File: config.mk
export PLATFORM = sky130hd
export DESIGN_NAME = barrel_shifter_pipe
export DESIGN_NICKNAME = d
export VERILOG_FILES = /design/src/rtl/barrel_pkg.sv /design/src/rtl/barrel_shift_stage.sv /design/src/rtl/barrel_shifter_pipe.sv
export SDC_FILE = /design/constraint.sdc
export NUM_CORES = 1
export LEC_CHECK = 0
export BUFFER_PORTS_ARGS = -buffer_cell sky130_fd_sc_hd__clkbuf_2
export CAP_MARGIN = 10
export CORE_UTILIZATION = 43
export CTS_CLUSTER_SIZE = 14
export DETAILED_ROUTE_END_ITERATION = 16
export GPL_TIMING_DRIVEN = 0
export HOLD_SLACK_MARGIN = 0.08
export PLACE_DENSITY = 0.7
export SLEW_MARGIN = 5
export SYNTH_ARGS = -nofsm -noshare
export SYNTH_HDL_FRONTEND = slang
export SYNTH_HIERARCHICAL = 1
export SYNTH_SLANG_ARGS = --single-unit
File: constraint.sdc
create_clock -name clk -period 8 [get_ports clk]
set_clock_uncertainty 0.15 [all_clocks]
set_input_delay 1.6 -clock clk [delete_from_list [all_inputs] [get_ports clk]]
set_output_delay 1.6 -clock clk [all_outputs]
set_load 0.005 [all_outputs]
File: src/rtl/barrel_pkg.sv
`default_nettype none
// +----------------------------------------------------------------------+
// | barrel_pkg : shared constants and types for barrel_shifter_pipe       |
// | Revision   : 1.0                                                     |
// +----------------------------------------------------------------------+
package barrel_pkg;

  localparam logic [1:0] MODE_ROT = 2'b00;
  localparam logic [1:0] MODE_LSL = 2'b01;
  localparam logic [1:0] MODE_ASR = 2'b10;

  localparam logic DIR_LEFT  = 1'b0;
  localparam logic DIR_RIGHT = 1'b1;

  // Width-independent part of the per-stage payload; data, amt and tag
  // widths depend on the instance parameters and travel beside it.
  typedef struct packed {
    logic       dir;
    logic [1:0] mode;
  } stage_ctl_t;

  // Vacated-bit value for non-rotate shifts: only arithmetic right copies
  // the sign bit, everything else (including mode 11) fills with zero.
  function automatic logic shift_fill(input stage_ctl_t ctl, input logic msb);
    if (ctl.mode == MODE_LSL || ctl.dir == DIR_LEFT) begin
      return 1'b0;
    end
    return (ctl.mode == MODE_ASR && ctl.dir == DIR_RIGHT) ? msb : 1'b0;
  endfunction

endpackage
`default_nettype wire

File: src/rtl/barrel_shift_stage.sv
`default_nettype none
// +----------------------------------------------------------------------+
// | barrel_shift_stage : fixed-distance shift plus one elastic register  |
// | Revision           : 1.0                                             |
// +----------------------------------------------------------------------+
module barrel_shift_stage
  import barrel_pkg::*;
#(
  parameter int WIDTH = 8,
  parameter int AMT_W = 3,
  parameter int TAG_W = 4,
  parameter int SHIFT = 1
) (
  input  logic             clk,
  input  logic             rst_n,
  input  logic             up_valid,
  input  logic [WIDTH-1:0] up_data,
  input  logic [AMT_W-1:0] up_amt,
  input  stage_ctl_t       up_ctl,
  input  logic [TAG_W-1:0] up_tag,
  output logic             advance,
  input  logic             dn_advance,
  output logic             dn_valid,
  output logic [WIDTH-1:0] dn_data,
  output logic [AMT_W-1:0] dn_amt,
  output stage_ctl_t       dn_ctl,
  output logic [TAG_W-1:0] dn_tag
);

  localparam int AMT_BIT = $clog2(SHIFT);

  logic             r_valid;
  logic [WIDTH-1:0] r_data;
  logic [AMT_W-1:0] r_amt;
  stage_ctl_t       r_ctl;
  logic [TAG_W-1:0] r_tag;

  logic [WIDTH-1:0] w_shifted;
  logic             w_fill;

  // Earlier arithmetic-right stages have already sign-filled, so the
  // current MSB is still the original MSB.
  assign w_fill = shift_fill(up_ctl, up_data[WIDTH-1]);

  always_comb begin
    w_shifted = up_data;
    if (up_amt[AMT_BIT]) begin
      if (up_ctl.dir == DIR_LEFT) begin
        if (up_ctl.mode == MODE_ROT) begin
          w_shifted = {up_data[WIDTH-SHIFT-1:0], up_data[WIDTH-1:WIDTH-SHIFT]};
        end else begin
          w_shifted = {up_data[WIDTH-SHIFT-1:0], {SHIFT{1'b0}}};
        end
      end else begin
        if (up_ctl.mode == MODE_ROT) begin
          w_shifted = {up_data[SHIFT-1:0], up_data[WIDTH-1:SHIFT]};
        end else begin
          w_shifted = {{SHIFT{w_fill}}, up_data[WIDTH-1:SHIFT]};
        end
      end
    end
  end

  // An empty stage can always take a word, so bubbles collapse.
  assign advance = ~r_valid | dn_advance;

  always_ff @(posedge clk or negedge rst_n) begin
    if (!rst_n) begin
      r_valid <= 1'b0;
      r_data  <= '0;
      r_amt   <= '0;
      r_ctl   <= '0;
      r_tag   <= '0;
    end else if (advance) begin
      r_valid <= up_valid;
      r_data  <= w_shifted;
      r_amt   <= up_amt;
      r_ctl   <= up_ctl;
      r_tag   <= up_tag;
    end
  end

  assign dn_valid = r_valid;
  assign dn_data  = r_data;
  assign dn_amt   = r_amt;
  assign dn_ctl   = r_ctl;
  assign dn_tag   = r_tag;

endmodule
`default_nettype wire

File: src/rtl/barrel_shifter_pipe.sv
`default_nettype none
// +----------------------------------------------------------------------+
// | barrel_shifter_pipe : log2-staged rotate/shift pipeline, valid/ready |
// | Revision            : 1.0                                            |
// +----------------------------------------------------------------------+
module barrel_shifter_pipe
  import barrel_pkg::*;
#(
  parameter  int WIDTH  = 8,
  parameter  int TAG_W  = 4,
  localparam int NSTAGE = $clog2(WIDTH)
) (
  input  logic              clk,
  input  logic              rst_n,
  input  logic              in_valid,
  output logic              in_ready,
  input  logic [WIDTH-1:0]  in_data,
  input  logic [NSTAGE-1:0] in_amt,
  input  logic              in_dir,
  input  logic [1:0]        in_mode,
  input  logic [TAG_W-1:0]  in_tag,
  output logic              out_valid,
  input  logic              out_ready,
  output logic [WIDTH-1:0]  out_data,
  output logic [TAG_W-1:0]  out_tag
);

  // Index k is the input of stage k; index NSTAGE is the output port side.
  logic              w_valid [NSTAGE+1];
  logic              w_adv   [NSTAGE+1];
  logic [WIDTH-1:0]  w_data  [NSTAGE+1];
  logic [NSTAGE-1:0] w_amt   [NSTAGE+1];
  stage_ctl_t        w_ctl   [NSTAGE+1];
  logic [TAG_W-1:0]  w_tag   [NSTAGE+1];

  assign w_valid[0] = in_valid;
  assign w_data[0]  = in_data;
  assign w_amt[0]   = in_amt;
  assign w_ctl[0]   = '{dir: in_dir, mode: in_mode};
  assign w_tag[0]   = in_tag;

  assign w_adv[NSTAGE] = ~w_valid[NSTAGE] | out_ready;
  assign in_ready      = w_adv[0];

  generate
    for (genvar k = 0; k < NSTAGE; k++) begin : g_stage
      barrel_shift_stage #(
        .WIDTH (WIDTH),
        .AMT_W (NSTAGE),
        .TAG_W (TAG_W),
        .SHIFT (1 << k)
      ) u_stage (
        .clk        (clk),
        .rst_n      (rst_n),
        .up_valid   (w_valid[k]),
        .up_data    (w_data[k]),
        .up_amt     (w_amt[k]),
        .up_ctl     (w_ctl[k]),
        .up_tag     (w_tag[k]),
        .advance    (w_adv[k]),
        .dn_advance (w_adv[k+1]),
        .dn_valid   (w_valid[k+1]),
        .dn_data    (w_data[k+1]),
        .dn_amt     (w_amt[k+1]),
        .dn_ctl     (w_ctl[k+1]),
        .dn_tag     (w_tag[k+1])
      );
    end
  endgenerate

  assign out_valid = w_valid[NSTAGE];
  assign out_data  = w_data[NSTAGE];
  assign out_tag   = w_tag[NSTAGE];

endmodule
`default_nettype wire

## Word level (Yosys, flattened, before mapping)

Index checks and enable logic that the tools add are counted.

- Flip-flop bits (word level): 51
- Word-level logic and storage cells: 64

- Equality and inequality tests: 6
- Muxes and demuxes: 24
- Bitwise operators: 10
- Reductions and logical operators: 9

Operators by type and width:

| kind | count |
|---|---|
| 2-to-1 mux 8 bit | 9 |
| 2-to-1 mux 1 bit | 13 |
| == test 2 x 1 -> 1 bit, second input constant | 3 |
| == test 2 bit, second input constant | 3 |
| zero test 2 bit | 3 |
| NOT 1 bit | 6 |
| 2-to-1 mux 4 bit | 1 |
| OR 1 bit | 4 |
| logical AND 1 bit | 3 |
| logical OR 1 bit | 3 |
| 2-to-1 mux 2 bit | 1 |

## Longest topological paths before layout

Gate-level depths: netlist of run 1.

- Word-level depth: 7
- Mapped depth: 13
- Depth with buffers taken out: 8

## By module

Netlist of run 1, hierarchy kept.

Modules (own cells, without submodules):

| module | times used | cells each | area an instance (um^2) |
|---|---|---|---|
| barrel_shift_stage at g_stage[0].u_stage | 1 | 75 | 938.4 |
| barrel_shift_stage at g_stage[1].u_stage | 1 | 77 | 920.9 |
| barrel_shift_stage at g_stage[2].u_stage | 1 | 91 | 825.8 |
| barrel_shifter_pipe | 1 | 1 | 6.3 |

## Worst setup path after synthesis of run 1

Ideal clock, no wire load.

- Path type: input port to output port
- Start: input out_ready
- End: output in_ready
- Arrival: 3122 ps
- Slack: 3128 ps
- Stages: 12
- Cell sequence: nand2b_1 > nor2b_2 > inv_2 > buf_4 > nor2b_1 > buf_4 > buf_2 > inv_1 > nor2b_2 > buf_6 > buf_2 > inv_1

RTL lines:

| what | line | text |
|---|---|---|
| start: declaration | barrel_shifter_pipe.sv:23 | `input logic out_ready,` |
| end: declaration | barrel_shifter_pipe.sv:16 | `output logic in_ready,` |

==> results.toml, run 1 <==
[run_status]
status = "complete, no violations"

[detailed_routing]
wire_per_inst_microns = 13.0
vias = 1700
drt-total-wl_mm = 4.22
route.detailed.drc = 0
dr.first_iter.drc_count = 100
viasPerCell = 5.23
dr.pass1.iters = 4
ant_nets = 0

[layout]
mostFrequentLayoutCells = "dfrtp_1, clkbuf_2, nand2_1"
fin_nets = 277
area_growth_syn_to_layout_pct = 14.0
drive_above_1_share = 0.345
final_common_cell = "dfrtp_1"
diodes = 0

[clock_tree]
numCtsBuffers = 5
insertion_delay_ps = 300
hold_buffers = 0
cts_buffer_depth = 2
cts_resized = 0
cts_tree = "done"
cts_sinks = 48
htreeDepth = 2
cts_setup_buffers = 0
cts.clk_slew.worst_paths_ps = 80
cts-root-buf = "clkbuf_8"

[place]
dp_hpwl_mm = 3.13
gp_congestion = 0.833
io_buffers = 33

[sta]
rsz0062_at_grt = "no"
fin_crit_ps = 5200
worstMarginPinSlew_ps = 1040
setup_viol = 0
fin_setup_tns_ps = 0
slew_headroom = 0.306
maxSlewViolCount = 0
period_share = 0.650
whs_ps = 307
hold_viol = 0
fmaxAchievable_mhz = 192

[worst_setup_path]
path_buf_inv = 10
crit_slowest_cell = "buf_2"
ff2ff_setup_slack_ps = 5680
rr_endpoint = "g_stage[0].u_stage/dn_tag[0]"
r2r_cells = 11
critPathArrivalTime_ps = 3450
crit_type = "input port to output port"
cp-start-kind = "input port"
cp_cell_sequence = "clkbuf_2, nand2b_1, nor2b_2, inv_2, buf_4, nor2b_1, buf_4, buf_2, inv_1, nor2b_2, buf_6, buf_2, inv_1, clkbuf_2"
critPathRequiredTime_ps = 6250
max_stage_delay_ps = 220
critPathMaxFanout = 10
cp-end-kind = "output port"
critical_path.top_delay_family = "buffers and inverters"
timing.rr.start = "g_stage[2].u_stage/dn_valid"

[synthesis]
yosys_warnings = 6
synth.avg_cell_area_sq_um = 11.0
netlist_instances = 215
mappedNetlistArea_sq_mm = 0.00237
syn_nets = 237

[global_routing]
grt-ovfl-total = 0
antenna_found_initial = 0
grt_pass1_wl_mm = 7.42
grt_max_degree = 49
grt_pass1_vias = 1643
track_usage = 0.161

[run]
maxCapViolations = 0

[worst_hold_path]
min_path_cells = 1
hold_start = "g_stage[1].u_stage/dn_valid"
min_to = "g_stage[2].u_stage/dn_valid"
hp-class = "register to register"

[pwr]
irDropWorstVdd_uv = 81.9
total_leakage_power_nw = 1.25
cellPowerDensity_mw_per_mm2 = 216
total_power_uw = 584

[floorplanning]
dieArea_sq_mm = 0.00581
die_w_microns = 76.2
start_util = 0.455
die_h_microns = 76.2
ios = 36
rows = 26
core_sq_mm = 0.00520
stage by stage:
step                      setup WS (ps)  utilization  area (sq um)  instances
after detailed placement           2790        0.503          2620        318
after floorplan                    3170            -          2370        215
after global routing               2580        0.518          2700        325
after global placement             2800        0.503          2620        318
after CTS                          2780        0.518          2700        325
final                              2800        0.518          2700        325
routing by layer:
metal,up-vias,track usage,share of wire
met1,803,0.192,0.47
met5,-,0,0
met2,46,0.268,0.47
met3,8,0.0455,0.044
met4,0,0.0808,0.020
li1,843,-,-
worst register-to-register path, stage by stage, from the launching register on:
cell	delay, ps
dfrtp_1	360
nand2b_1	70
nor2b_2	140
inv_2	100
buf_4	160
nor2b_1	110
buf_4	170
buf_2	220
inv_1	70
nor2b_2	140
buf_6	160
mux2_2	350
power breakdown:
part           total (mW)  internal, mW  switching, mW
Combinational       0.135        0.0702         0.0650
Clock               0.134        0.0595         0.0741
Sequential          0.315         0.285         0.0303
sequential cells by signal, indices dropped and copies added, names as in the netlist:
| name | cells |
|---|---|
| g_stage.u_stage/dn_amt | 3 |
| g_stage.u_stage/dn_ctl | 6 |
| g_stage.u_stage/dn_data | 24 |
| g_stage.u_stage/dn_tag | 12 |
| g_stage.u_stage/dn_valid | 3 |
cell type report:
| cell class | count | area (sq um) |
|---|---|---|
| clock inverters | 1 | 5.00 |
| well taps | 70 | 87.6 |
| clock buffers | 6 | 72.6 |
| multi-input cells | 146 | 1020 |
| repair buffers | 33 | 165 |
| flip-flops and latches | 48 | 1200 |
| plain buffers | 16 | 128 |
| inverters | 5 | 18.8 |
| fillers | 495 | 2510 |
worst max-delay path by stage:
stage	startpoint	to	slack, ps	depth (start not counted)
floorplan	out_ready	in_ready	3170	12
global route	out_ready	in_ready	2580	14
finish	out_ready	in_ready	2800	14
CTS	out_ready	in_ready	2780	14
detailed placement	out_ready	in_ready	2790	14
global placement	out_ready	in_ready	2800	14
Power figures use the tool's default switching activity.
==> inputs of run 2 (changes only) <==
--- a/config.mk
+++ b/config.mk
@@ -5,6 +5,7 @@
 export SDC_FILE = /design/constraint.sdc
 export NUM_CORES = 1
 export LEC_CHECK = 0
+export ABC_AREA = 1
 export BUFFER_PORTS_ARGS = -buffer_cell sky130_fd_sc_hd__clkbuf_2
 export CAP_MARGIN = 10
 export CORE_UTILIZATION = 43
@@ -12,7 +13,7 @@
 export DETAILED_ROUTE_END_ITERATION = 16
 export GPL_TIMING_DRIVEN = 0
 export HOLD_SLACK_MARGIN = 0.08
-export PLACE_DENSITY = 0.7
+export PLACE_DENSITY = 0.73
 export SLEW_MARGIN = 5
 export SYNTH_ARGS = -nofsm -noshare
 export SYNTH_HDL_FRONTEND = slang
==> constraint.sdc (replaced) <==
create_clock -name clk -period 4.3 [get_ports clk]
set_clock_uncertainty 0.15 [all_clocks]
set_input_delay 0.86 -clock clk [delete_from_list [all_inputs] [get_ports clk]]
set_output_delay 0.86 -clock clk [all_outputs]
set_load 0.005 [all_outputs]
==> run 2 against run 1 <==
  * Die area up 5.0%
  * Global-route usage up 1.4 points
  * Routed wire length is 11% higher
  * First-iteration DRC count shrank 30%
  * Worst setup slack worse by 1900 ps
  * Core utilization grew 0.36 points
  * Synthesized cell count grew 53%
  * Area after synthesis is 5.1% higher
  * Hold slack improved by 17 ps
==> results.toml, run 2 <==
[clock_tree]
insertion_delay_ps = 310
cts-root-buf = "clkbuf_8"
numCtsBuffers = 5
htreeDepth = 2
cts_resized = 0
cts_setup_buffers = 0
cts_buffer_depth = 2
cts_sinks = 48
hold_buffers = 0
cts.clk_slew.worst_paths_ps = 90
cts_tree = "done"

[layout]
area_growth_syn_to_layout_pct = 16.2
regArea_sq_mm = 0.00120
drive_above_1_share = 0.210
largest_reg_flops = 24
mostFrequentLayoutCells = "nand2_1, dfrtp_1, clkbuf_2"
finalCoreUtilization = 0.522
fin_nets = 393
nFillCells = 555
diodes = 0
multi_input_area_sq_mm = 0.00103
final_cell_count_no_fill = 444
final_common_cell = "nand2_1"
fin_area_sq_mm = 0.00289

[sta]
fin_crit_ps = 3410
rsz0062_at_grt = "no"
fin_setup_tns_ps = 0
period_share = 0.793
hold_viol = 0
whs_ps = 323
worstMarginPinSlew_ps = 1040
setup_viol = 0
layout_setup_ws_ps = 889
slew_headroom = 0.310
fmaxAchievable_mhz = 293
maxSlewViolCount = 0

[pwr]
total_power_mw = 1.27
cellPowerDensity_mw_per_mm2 = 438
irDropWorstVdd_uv = 159
total_leakage_power_nw = 1.57

[floorplanning]
start_util = 0.449
die_w_microns = 78.1
core_sq_mm = 0.00554
dieArea_sq_mm = 0.00610
rows = 27
die_h_microns = 78.1
ios = 36

[detailed_routing]
ant_nets = 0
dr.pass1.iters = 4
dr.first_iter.drc_count = 70
vias = 2017
drt-total-wl_mm = 4.66
wire_per_inst_microns = 10.5
viasPerCell = 4.54
route.detailed.drc = 0

[global_routing]
antenna_found_initial = 0
grt_pass1_vias = 1910
track_usage = 0.175
grt_max_degree = 49
grt_pass1_wl_mm = 8.39
grt-ovfl-total = 0

[run]
maxCapViolations = 0

[worst_setup_path]
crit_type = "input port to output port"
cp-start-kind = "input port"
critPathMaxFanout = 10
cp-end-kind = "output port"
critPathRequiredTime_ps = 3290
critPathArrivalTime_ps = 2400

[worst_hold_path]
hp-class = "register to register"

[synthesis]
netlist_instances = 329
yosys_warnings = 6
synth.avg_cell_area_sq_um = 7.56
syn_nets = 351
mappedNetlistArea_sq_mm = 0.00249

[run_status]
status = "complete, no violations"

[place]
io_buffers = 35
place_area_sq_mm = 0.00275
gp_congestion = 0.899
place_ws_ps = 885
dp_cells = 436
dp_hpwl_mm = 3.57
run 2: cell count changes in the layout (fill, tap and decap cells not counted), sizes merged, moves of 10 or more:
cell | before | now
a211oi | 14 | 0
nand3 | 4 | 15
inv | 5 | 37
mux2i | 11 | 0
a21o | 10 | 0
nor2 | 18 | 32
nand2 | 22 | 146
mux2 | 16 | 0
a21oi | 8 | 19
run 2: critical path: stages:
cell	delay, ps
clkbuf_2	80
inv_1	40
nand2_1	70
nor2_4	190
inv_2	90
buf_6	160
nor2_4	250
inv_2	120
inv_1	90
nand2_2	60
buf_6	140
buf_8	140
clkbuf_2	110
run 2: final cells by class:
cell class              count  share of cell area
flip-flops and latches     48               0.415
well taps                  72              0.0312
repair buffers             35              0.0606
clock inverters             3              0.0238
multi-input cells         233               0.357
plain buffers              12              0.0415
inverters                  36              0.0467
clock buffers               5              0.0238
run 2: final timing paths:
path	end	slack (ps)	depth (start not counted)	from
setup reg to reg	g_stage[0].u_stage/dn_data[5]	2160	12	g_stage[2].u_stage/dn_valid
setup / recovery	in_ready	890	13	out_ready
hold / removal	g_stage[2].u_stage/dn_valid	320	1	g_stage[1].u_stage/dn_valid
min in group asynchronous	g_stage[2].u_stage/dn_data[3]	580	1	rst_n
max in group asynchronous	g_stage[0].u_stage/dn_data[2]	2780	1	rst_n
hold reg to reg	g_stage[2].u_stage/dn_valid	320	1	g_stage[1].u_stage/dn_valid
run 2: metal layers:
| metal | vias to the layer above | wire (microns) | GRT usage |
|---|---|---|---|
| met5 | - | 0 | 0 |
| met1 | 875 | 2260 | 0.216 |
| met3 | 9 | 165 | 0.0384 |
| met2 | 42 | 2140 | 0.298 |
| met4 | 0 | 101 | 0.0685 |
| li1 | 1091 | - | - |
run 2: where the power goes:
group / internal [mW] / switching [mW]
Sequential: 0.533 / 0.0614
Combinational: 0.124 / 0.163
Clock: 0.234 / 0.151
==> inputs of run 3 (changes only) <==
--- a/config.mk
+++ b/config.mk
@@ -5,7 +5,7 @@
 export SDC_FILE = /design/constraint.sdc
 export NUM_CORES = 1
 export LEC_CHECK = 0
-export ABC_AREA = 1
+export ABC_AREA = 0
 export BUFFER_PORTS_ARGS = -buffer_cell sky130_fd_sc_hd__clkbuf_2
 export CAP_MARGIN = 10
 export CORE_UTILIZATION = 43
==> constraint.sdc (replaced) <==
create_clock -name clk -period 3.11 [get_ports clk]
set_clock_uncertainty 0.15 [all_clocks]
set_input_delay 0.622 -clock clk [delete_from_list [all_inputs] [get_ports clk]]
set_output_delay 0.622 -clock clk [all_outputs]
set_load 0.005 [all_outputs]
==> run 3 against run 2 <==
  * Count of clock-buffer cells in the layout increased by 1
  * Sequential share of layout area is 2.0 points higher
  * Core utilization grew 0.84 points
  * First-iteration DRC count up 7.1%
  * Final area fell by 4.5%
  * Worst setup slack worse by 660 ps
  * Largest power group unchanged
  * Sequential power rose by 37%
  * Routed wire length fell by 8.0%
  * Hold slack got worse by 230 ps
  * Highest routed layer unchanged
==> results.toml, run 3 (synthesized netlist as in run 1, its figures left out) <==
[worst_setup_path]
critical_path.top_delay_family = "buffers and inverters"
cp-start-kind = "input port"
critPathArrivalTime_ps = 2110
crit_end = "in_ready"
timing.rr.start = "g_stage[2].u_stage/dn_valid"
path_buf_inv = 8
worstSetupStartpoint = "out_ready"
r2r_cells = 11
crit_type = "input port to output port"
rr_endpoint = "g_stage[0].u_stage/dn_tag[0]"
ff2ff_setup_slack_ps = 790
cp-end-kind = "output port"
crit_slowest_cell = "buf_6"
cp.depth = 12
critPathMaxFanout = 17
max_stage_delay_ps = 190
cp_cell_sequence = "clkbuf_2, nand2b_1, nor2b_2, inv_2, buf_4, nor2b_1, buf_6, inv_1, nor2b_2, buf_6, inv_1, clkbuf_2"
critPathRequiredTime_ps = 2340

[sta]
hold_viol = 0
slew_headroom = 0.702
fin_crit_ps = 2880
worstMarginPinSlew_ps = 447
period_share = 0.926
rsz0062_at_grt = "no"
fmaxAchievable_mhz = 347
setup_viol = 0
maxSlewViolCount = 0
fin_setup_tns_ps = 0

[run_status]
status = "complete, no violations"

[run]
maxCapViolations = 0

[detailed_routing]
dr.first_iter.drc_count = 75
wire_per_inst_microns = 13.0
viasPerCell = 5.11
dr.pass1.iters = 4
route.detailed.drc = 0
drt-total-wl_mm = 4.29
ant_nets = 0
vias = 1682

[global_routing]
grt_pass1_wl_mm = 7.58
grt_max_degree = 49
antenna_found_initial = 0
grt-ovfl-total = 0
track_usage = 0.163
grt_pass1_vias = 1663

[floorplanning]
start_util = 0.455
rows = 26
die_h_microns = 76.2
die_w_microns = 76.2
dieArea_sq_mm = 0.00581
core_sq_mm = 0.00520
ios = 36

[layout]
largest_reg_flops = 24
finalCoreUtilization = 0.530
mostFrequentLayoutCells = "dfrtp_1, clkbuf_2, nand2_1"
final_common_cell = "dfrtp_1"
fin_area_sq_mm = 0.00276
drive_above_1_share = 0.359
diodes = 0
nFillCells = 482
area_growth_syn_to_layout_pct = 16.6
fin_nets = 280

[worst_hold_path]
hp-class = "input port to asynchronous set/reset pin"

[clock_tree]
numCtsBuffers = 5
cts-root-buf = "clkbuf_8"
cts_buffer_depth = 2
cts_tree = "done"
cts.clk_slew.worst_paths_ps = 90
htreeDepth = 2
insertion_delay_ps = 300
cts_sinks = 48

[place]
io_buffers = 33
gp_congestion = 0.850
place_area_sq_mm = 0.00262
dp_hpwl_mm = 3.21

[pwr]
total_power_mw = 1.55
total_leakage_power_nw = 1.28
irDropWorstVdd_uv = 212
cellPowerDensity_mw_per_mm2 = 563
run 3: worst min-delay path by stage:
stage / slack (ps) / startpoint / to / cells after the start
5_1_grt: 120 / rst_n / g_stage[2].u_stage/dn_tag[2] / 1
4_1_cts: 310 / g_stage[1].u_stage/dn_valid / g_stage[2].u_stage/dn_valid / 1
3_3_place_gp: 290 / g_stage[1].u_stage/dn_valid / g_stage[2].u_stage/dn_valid / 1
3_5_place_dp: 290 / g_stage[1].u_stage/dn_valid / g_stage[2].u_stage/dn_valid / 1
6_report: 90 / rst_n / g_stage[2].u_stage/dn_tag[3] / 1
2_1_floorplan: 180 / rst_n / g_stage[0].u_stage/dn_amt[1] / 0
run 3: layout make-up:
class,count,area [sq um],share of cell area
clock inverters,2,13.8,0.00499
flip-flops and latches,48,1200,0.435
clock buffers,6,82.6,0.0299
well taps,70,87.6,0.0317
plain buffers,14,121,0.0440
repair buffers,38,215,0.0780
multi-input cells,146,1020,0.369
inverters,5,18.8,0.00680
run 3: timing repair:
action	4_1_cts	5_1_grt
resized for setup	1	0
hold endpoints to repair	0	0
hold buffers	0	0
endpoints found under the setup margin	1	1
setup buffers	0	4
run 3: routing by layer:
metal / up-vias / routed length [microns] / global-route usage
li1: 845 / - / -
met1: 789 / 1950 / 0.204
met2: 43 / 2120 / 0.278
met3: 5 / 136 / 0.0216
met4: 0 / 74 / 0.0788
met5: - / 0 / 0
run 3: where the power goes:
part / switching [mW] / internal [mW]
clock: 0.206 / 0.182
sequential: 0.0791 / 0.733
combinational: 0.169 / 0.187
run 3: stage by stage:
stage	hold slack (ps)	worst slack, ps	cells
detailed placement	293	-161	318
global route	119	52.8	329
global placement	291	-153	318
CTS	314	167	324
finish	94.3	229	329
floorplan	176	241	215
